===== config.mk =====
export PLATFORM = sky130hd
export DESIGN_NAME = ca_code_gen
export DESIGN_NICKNAME = d
export VERILOG_FILES = /design/src/rtl/ca_code_gen.sv
export SDC_FILE = /design/constraint.sdc
export NUM_CORES = 1
export LEC_CHECK = 0
export ABC_CLOCK_PERIOD_IN_PS = 1850
export BUFFER_PORTS_ARGS = -buffer_cell sky130_fd_sc_hd__buf_2
export CAP_MARGIN = 20
export CORE_UTILIZATION = 50
export DETAILED_ROUTE_END_ITERATION = 8
export PLACE_DENSITY = 0.77
export RECOVER_POWER = 25
export SLEW_MARGIN = 20
export SYNTH_ARGS = -nofsm -noshare
export SYNTH_HDL_FRONTEND = slang
export SYNTH_SLANG_ARGS = --single-unit
export TNS_END_PERCENT = 20

===== constraint.sdc =====
create_clock -name clk -period 1.85 [get_ports clk]
set_clock_uncertainty 0.15 [all_clocks]
set_input_delay 0.185 -clock clk [delete_from_list [all_inputs] [get_ports clk]]
set_output_delay 0.185 -clock clk [all_outputs]
set_load 0.03 [all_outputs]

===== src/rtl/ca_code_gen.sv =====
// GPS L1 C/A Gold-code generator driven by the code-DDS phase MSB.
// Produces early/prompt/late chips at half-chip spacing, chip index and epoch pulse.
module ca_code_gen #(
    parameter int PHASE_WIDTH = 3
) (
    input  logic                   clk,
    input  logic                   reset_n,
    input  logic [PHASE_WIDTH-1:0] phase,
    input  logic [5:0]             prn,
    input  logic                   init,
    output logic                   early,
    output logic                   prompt,
    output logic                   late,
    output logic [9:0]             chip_idx,
    output logic                   epoch
);

    logic [10:1] r_g1;
    logic [10:1] r_g2;
    logic [5:0]  r_prn_q;
    logic        r_first;
    logic        r_msb_q;
    logic [1:0]  r_sr;
    logic [9:0]  r_chip_idx;
    logic        r_epoch;

    logic        w_msb;
    logic        w_fall;
    logic        w_rise;
    logic        w_wrap;
    logic        w_valid;
    logic [10:1] w_sel;
    logic        w_early;
    logic        w_unused;

    assign w_msb    = phase[PHASE_WIDTH-1];
    assign w_unused = ^phase;
    assign w_fall   = r_msb_q & ~w_msb;
    assign w_rise   = ~r_msb_q & w_msb;
    assign w_wrap   = w_fall && (r_chip_idx == 10'd1022);

    function automatic logic [9:0] taps(input int a, input int b);
        return (10'd1 << (a - 1)) | (10'd1 << (b - 1));
    endfunction

    // G2 phase-selector taps; XOR of the two selected stages is a masked reduction
    always_comb begin
        w_sel = '0;
        case (r_prn_q)
            6'd1:  w_sel = taps(2, 6);
            6'd2:  w_sel = taps(3, 7);
            6'd3:  w_sel = taps(4, 8);
            6'd4:  w_sel = taps(5, 9);
            6'd5:  w_sel = taps(1, 9);
            6'd6:  w_sel = taps(2, 10);
            6'd7:  w_sel = taps(1, 8);
            6'd8:  w_sel = taps(2, 9);
            6'd9:  w_sel = taps(3, 10);
            6'd10: w_sel = taps(2, 3);
            6'd11: w_sel = taps(3, 4);
            6'd12: w_sel = taps(5, 6);
            6'd13: w_sel = taps(6, 7);
            6'd14: w_sel = taps(7, 8);
            6'd15: w_sel = taps(8, 9);
            6'd16: w_sel = taps(9, 10);
            6'd17: w_sel = taps(1, 4);
            6'd18: w_sel = taps(2, 5);
            6'd19: w_sel = taps(3, 6);
            6'd20: w_sel = taps(4, 7);
            6'd21: w_sel = taps(5, 8);
            6'd22: w_sel = taps(6, 9);
            6'd23: w_sel = taps(1, 3);
            6'd24: w_sel = taps(4, 6);
            6'd25: w_sel = taps(5, 7);
            6'd26: w_sel = taps(6, 8);
            6'd27: w_sel = taps(7, 9);
            6'd28: w_sel = taps(8, 10);
            6'd29: w_sel = taps(1, 6);
            6'd30: w_sel = taps(2, 7);
            6'd31: w_sel = taps(3, 8);
            6'd32: w_sel = taps(4, 9);
            default: w_sel = '0;
        endcase
    end

    assign w_valid = (r_prn_q != 6'd0) && (r_prn_q <= 6'd32);
    assign w_early = w_valid & (r_g1[10] ^ (^(r_g2 & w_sel)));

    always_ff @(posedge clk or negedge reset_n) begin
        if (!reset_n) begin
            r_g1       <= 10'h3FF;
            r_g2       <= 10'h3FF;
            r_first    <= 1'b1;
            r_msb_q    <= 1'b0;
            r_sr       <= 2'b00;
            r_chip_idx <= 10'd0;
            r_epoch    <= 1'b0;
        end else if (init) begin
            r_g1       <= 10'h3FF;
            r_g2       <= 10'h3FF;
            r_first    <= 1'b0;
            r_msb_q    <= w_msb;
            r_sr       <= 2'b00;
            r_chip_idx <= 10'd0;
            r_epoch    <= 1'b0;
        end else begin
            r_first <= 1'b0;
            r_msb_q <= w_msb;
            r_epoch <= w_wrap;
            if (w_fall || w_rise)
                r_sr <= {r_sr[0], w_early};
            if (w_wrap) begin
                r_g1       <= 10'h3FF;
                r_g2       <= 10'h3FF;
                r_chip_idx <= 10'd0;
            end else if (w_fall) begin
                r_g1       <= {r_g1[9:1], r_g1[3] ^ r_g1[10]};
                r_g2       <= {r_g2[9:1], r_g2[2] ^ r_g2[3] ^ r_g2[6] ^ r_g2[8] ^ r_g2[9] ^ r_g2[10]};
                r_chip_idx <= r_chip_idx + 10'd1;
            end
        end
    end

    // PRN is captured on the first edge after reset release and on init; no reset value
    always_ff @(posedge clk) begin
        if (r_first || init)
            r_prn_q <= prn;
    end

    assign early    = w_early;
    assign prompt   = w_valid & r_sr[0];
    assign late     = w_valid & r_sr[1];
    assign chip_idx = r_chip_idx;
    assign epoch    = r_epoch;

endmodule


### Word-level counts from Yosys, hierarchy flattened

Memory sizes are Yosys's and may differ from the RTL's. A register that Yosys moved wholly into a read port is not among the register bits.
Cells that the tools add are included.

| cells by class | value |
|---|---|
| $add $sub $neg | 1 |
| $lt $le $gt $ge | 1 |
| eq/ne operators | 1 |
| mux-type cells | 13 |
| bitwise gates (word level) | 15 |
| reduce and logical (&&, ||, !) cells | 8 |

Operators with widths:

| operator | count |
|---|---|
| $mux 10 | 9 |
| $add 10x1->10 const B | 1 |
| $and 10x10->10 | 1 |
| $eq 10x10->1 const B | 1 |
| $reduce_xor 10->1 | 1 |
| $xor 1x1->1 | 7 |
| $le 6x6->1 const B | 1 |
| $mux 6 | 1 |
| $reduce_bool 6->1 | 1 |
| $and 1x1->1 | 5 |
| $mux 2 | 2 |
| $reduce_bool 3->1 | 1 |
| $logic_and 1x1->1 | 2 |
| $logic_or 1x1->1 | 2 |
| $not 1->1 | 2 |
| $reduce_bool 2->1 | 1 |
| $mux 1 | 1 |

| word-level totals | value |
|---|---|
| flip-flop bits (word level) | 41 |
| memory bits (read-only) | 640 |
| input port bits | 12 |
| output and inout port bits | 14 |
| word-level logic and storage cells | 48 |
| memories kept | 1 |

Memories:

| name | depth | width | rd ports | clocked after memory_dff | wr ports | line | text |
|---|---|---|---|---|---|---|---|
| (name not given) | 64 | 10 | 1 | 1 | 0 | 49 | `case (r_prn_q)` |

### Longest topological paths before layout

| depth | value |
|---|---|
| depth in word-level cells | 8 |
| gate-level depth with buffers | 9 |
| gate-level depth less buffers | 8 |

### Worst setup path after synthesis

Ideal clock, no wire load.

| path | value |
|---|---|
| kind | register to register |
| start | register r_first |
| end | register, netlist name w_sel[9] |
| setup time | 0.087 ns |
| arrival time | 1.761 ns |
| data required time | 1.613 ns |
| slack | -0.148 ns |
| stages on the path, launching flop included | 9 |
| buffers on the path | 0 |
| clock period less this slack | 1.998 ns |
| cell sequence | dfstp_2 > nor2_8 > mux2_2 > inv_1 > ha_1 > nand2_1 > a21oi_1 > a211oi_1 > o31ai_1 |

| on the way | value |
|---|---|
| longest elaborated chain between the ends | 2 |

RTL lines:

| what | line | text |
|---|---|---|
| start: declaration | 21 | `logic r_first;` |
| start signal: assignment | 93 | `r_first <= 1'b1;` |
| start signal: assignment | 101 | `r_first <= 1'b0;` |
| start signal: assignment | 107 | `r_first <= 1'b0;` |
| $logic_or 1x1->1 | 126 | `if (r_first \|\| init)` |
| $mux 6 (no line) | -- |  |

No other way between the ends.
A chain may end at the register's enable or synchronous reset.

### Worst setup path after layout

| path | value |
|---|---|
| start | register r_g2[8] in the netlist's numbering |
| end | output early |

| on the way | value |
|---|---|
| longest elaborated chain between the ends | 4 |

RTL lines:

| what | line | text |
|---|---|---|
| start: declaration | 19 | `logic [10:1] r_g2;` |
| start signal: assignment | 118 | `r_g2 <= {r_g2[9:1], r_g2[2] ^ r_g2[3] ^ r_g2[6] ^ r_g2[8] ^ r_g2[9] ^ r_g2[10]};` |
| $and 10x10->10 | 87 | `assign w_early = w_valid & (r_g1[10] ^ (^(r_g2 & w_sel)));` |
| $reduce_xor 10->1 | 87 |  |
| $xor 1x1->1 | 87 |  |
| $and 1x1->1 | 87 |  |
| end: declaration | 11 | `output logic early,` |

No other way between the ends.

==> results.tsv <==
stage	metric	value	unit
status	outcome	complete, but fails checks	
status	violated checks	setup timing	
layout	Final nets	334	
timing	final setup violating endpoints	14	
route	WL/cell	15.6	microns
worst_setup_path	Worst Path Required	1510	ps
floorplan	Top-Level Pins	26	
logic_synthesis	sequential-to-total area share from yosys stat	49.1	%
logic_synthesis	Post-synth EDFFs	6	
timing	fmax	427	MHz
floorplan	Die W	74.3	microns
timing	Worst Tran Pin Value	1280	ps
timing	setup slack after layout	-493	ps
route	drt initial violations	121	
hold_path	worst min-delay path category	input port to flip-flop	
floorplan	Initial Util	53.6	%
timing	Slew HR	14.7	%
place	Routability Congestion	1.01	
logic_synthesis	FF+latch count, synth	51	
job	Max Cap Viol	0	
hold_path	Hold EP	epoch	
logic_synthesis	Synth cell types	45	
place	I/O Buffers	23	
worst_setup_path	Worst R2R End	w_sel[8]	
layout	ANT cells	0	
pwr	PwrDens	710	nW/um^2
clocking	Reg clk slew, reported paths	90	ps
place	Post-DP HPWL	4000	microns
worst_setup_path	crit path DAT	2010	ps
layout	fillcell total	355	
layout	Multi-input gate area	1360	sq um
worst_setup_path	Critical Path Fanout Max	2	
route	final wirelength	5950	microns
timing	fin. max-slew vios	0	
worst_setup_path	critical path launch point type	flip-flop	
route	Final ANT Viol Nets	0	
global_route	vias in the first global route	2014	
logic_synthesis	Mapped Nets	261	
logic_synthesis	asr flop ratio synth	68.6	%
global_route	total global-route track usage	23.2	%
layout	Layout area overhead	30.4	%
route	vias per cell	5.43	
floorplan	Die ar.	5520	sq um
timing	crit share post-route	127	%
worst_setup_path	CP Capture Type	primary output	
timing	RSZ-0062 raised after global routing	true	
pwr	Peak VDD IR	0.484	mV
worst_setup_path	worst reg2reg startpoint	r_first	
timing	Hold Vio Cnt, Final	0	
clocking	clock buffer count from CTS	5	
logic_synthesis	Mapped Cells	241	
clocking	clk buf depth	2	
global_route	GRT overflow	0	
clocking	root buffer cell	clkbuf_8	
floorplan	die height	74.3	microns
logic_synthesis	Yosys top cell area share	21.1	%
global_route	initial antenna violation count	0	
logic_synthesis	Yosys top cell by area	dfstp_2	
logic_synthesis	prevailing post-synth register cell	dfstp_2	
logic_synthesis	Syn Std Cell Area	2610	sq um
layout	final cell utilization of the core	69.9	%
route	Post-route DRC	0	
clocking	CTS tree	yes	
route	Vias	2076	
worst_setup_path	r2r worst-path depth	8	
hold_path	HP Start	init	
route	DRT Pass-1 Iters	4	
logic_synthesis	ranking of synthesized cells by area	dfstp_2 21%, dfrtp_1 13%, dfxtp_1 7.7%, edfxtp_1 6.9%, o22a_1 6.7%	
floorplan	core box area	4880	sq um
logic_synthesis	Avg Inst Size Synth	10.8	sq um
worst_setup_path	R2R setup slack	-210	ps
clocking	clock latency on the worst-skew pair	300	ps
worst_setup_path	Setup CP Type	flip-flop to primary output	
clocking	H-tree levels	2	
clocking	CTS Sinks	51	
floorplan	FP Rows	25	
place	pre-CTS setup slack	-254	ps
layout	share of layout cells above drive strength 1	38.7	%
logic_synthesis	Ys Warns	0	
global_route	largest net degree at the start of global routing	25	
hold_path	WHS Path Cells	3	
timing	post-layout min period	2340	ps
global_route	first-pass GRT wire length	9490	microns
pwr	Leak	0.00141	uW
layout	FF/Latch Area	1280	sq um
==> worst max-delay path, stage by stage, from the launching register on <==
cell	delay, ps
dfstp_2	540
nand2_1	60
xor2_1	180
xnor2_1	140
xnor3_1	460
and2_1	180
buf_4	160
==> synth_stat cells (3+ instances only) <==
library cell	number
nand3_1	3
xnor2_1	14
nand2_1	30
nand4_1	3
nor2_1	20
buf_2	3
inv_1	8
ha_1	8
a221oi_1	5
edfxtp_1	6
nor3_1	4
buf_6	3
dfstp_2	21
o21ai_0	4
a21oi_1	9
dfxtp_1	10
mux2i_1	4
a211oi_1	4
and2_1	4
xor2_1	11
clkbuf_1	3
mux2_2	5
o22a_1	20
dfrtp_1	14
==> per-stage QoR <==
| step | total power [uW] | instances | hold WS [ps] | area, sq um | TNS, ps |
|---|---|---|---|---|---|
| after global placement | 1740 | 364 | 37.8 | 3120 | -1900 |
| final | 2420 | 382 | 140 | 3410 | -2660 |
| after global routing | 2550 | 382 | 108 | 3410 | -6070 |
| after detailed placement | 1750 | 364 | 36.0 | 3120 | -1750 |
| after CTS | 2410 | 380 | 111 | 3360 | -2230 |
| after floorplan | 1570 | 241 | -261 | 2660 | -390 |
==> area by class of cell <==
type / count / share of cell area (%)
sequential: 51 / 37.6
clock buffer: 6 / 2.13
multi-input combinational: 172 / 40.0
inverter: 8 / 1.03
clock inverter: 2 / 0.367
tap: 67 / 2.46
timing repair buffer: 76 / 16.4
==> placed cells by master (no fill, tap or decap), types with 5 or more instances in the layout <==
cell type / count
a21oi_1: 9
buf_2: 13
buf_4: 43
clkbuf_1: 7
clkbuf_8: 5
dfrtp_1: 14
dfstp_2: 21
dfxtp_1: 10
dlygate4sd3_1: 8
edfxtp_1: 6
inv_1: 5
nand2_1: 30
nor2_1: 17
o22a_1: 20
xnor2_1: 12
xor2_1: 11
==> worst max path at each step <==
| stage | cells past startpoint | slack (ps) | startpoint | end |
|---|---|---|---|---|
| floorplan | 8 | -90 | r_first | w_sel[8] |
| global placement | 6 | -320 | r_first | w_sel[2] |
| detailed placement | 6 | -250 | r_first | w_sel[2] |
| CTS | 6 | -500 | r_g2[8] | early |
| global route | 6 | -610 | r_g2[5] | early |
| finish | 6 | -490 | r_g2[8] | early |
==> layer usage <==
layer,GRT usage [%],part of all wire [%],vias up
met3,5.69,3.3,6
li1,-,-,1001
met5,0,0,-
met2,36.5,48,47
met4,7.55,1.3,0
met1,31.5,47,1022
==> report_power, final <==
group / total (uW) / switching (uW) / internal (uW) / leakage [uW]
Sequential: 1210 / 27.4 / 1180 / 0.000556
Clock: 613 / 348 / 265 / 0.0000412
Combinational: 598 / 315 / 283 / 0.000812
==> flip-flops by register name, indices dropped and copies added, names as in the netlist <==
signal,count
r_prn_q,6
r_g2,10
r_sr,2
r_msb_q,1
r_first,1
epoch,1
w_sel,10
r_g1,10
chip_idx,10
==> logic make-up after synthesis <==
logic type               after synthesis  share of synthesized area, %
AO/OA/AOI/OAI                         53                          15.4
AND/OR/NAND/NOR                       73                          13.3
multiplexers                          11                          5.12
flip-flops                            51                          49.1
buffers and inverters                 18                          3.93
other                                  1                         0.143
adder cells (fa/ha/maj)                8                          3.83
XOR/XNOR                              26                          9.24
==> what timing repair did <==
item	CTS	global route
hold buffers	8	0
endpoints found under the setup margin	13	15
cloned	0	0
hold endpoints to repair	21	0
pin swaps	9	1
buffers inserted	0	2
gates resized for setup	21	8
Note: power is estimated with default switching activity, not from simulation.
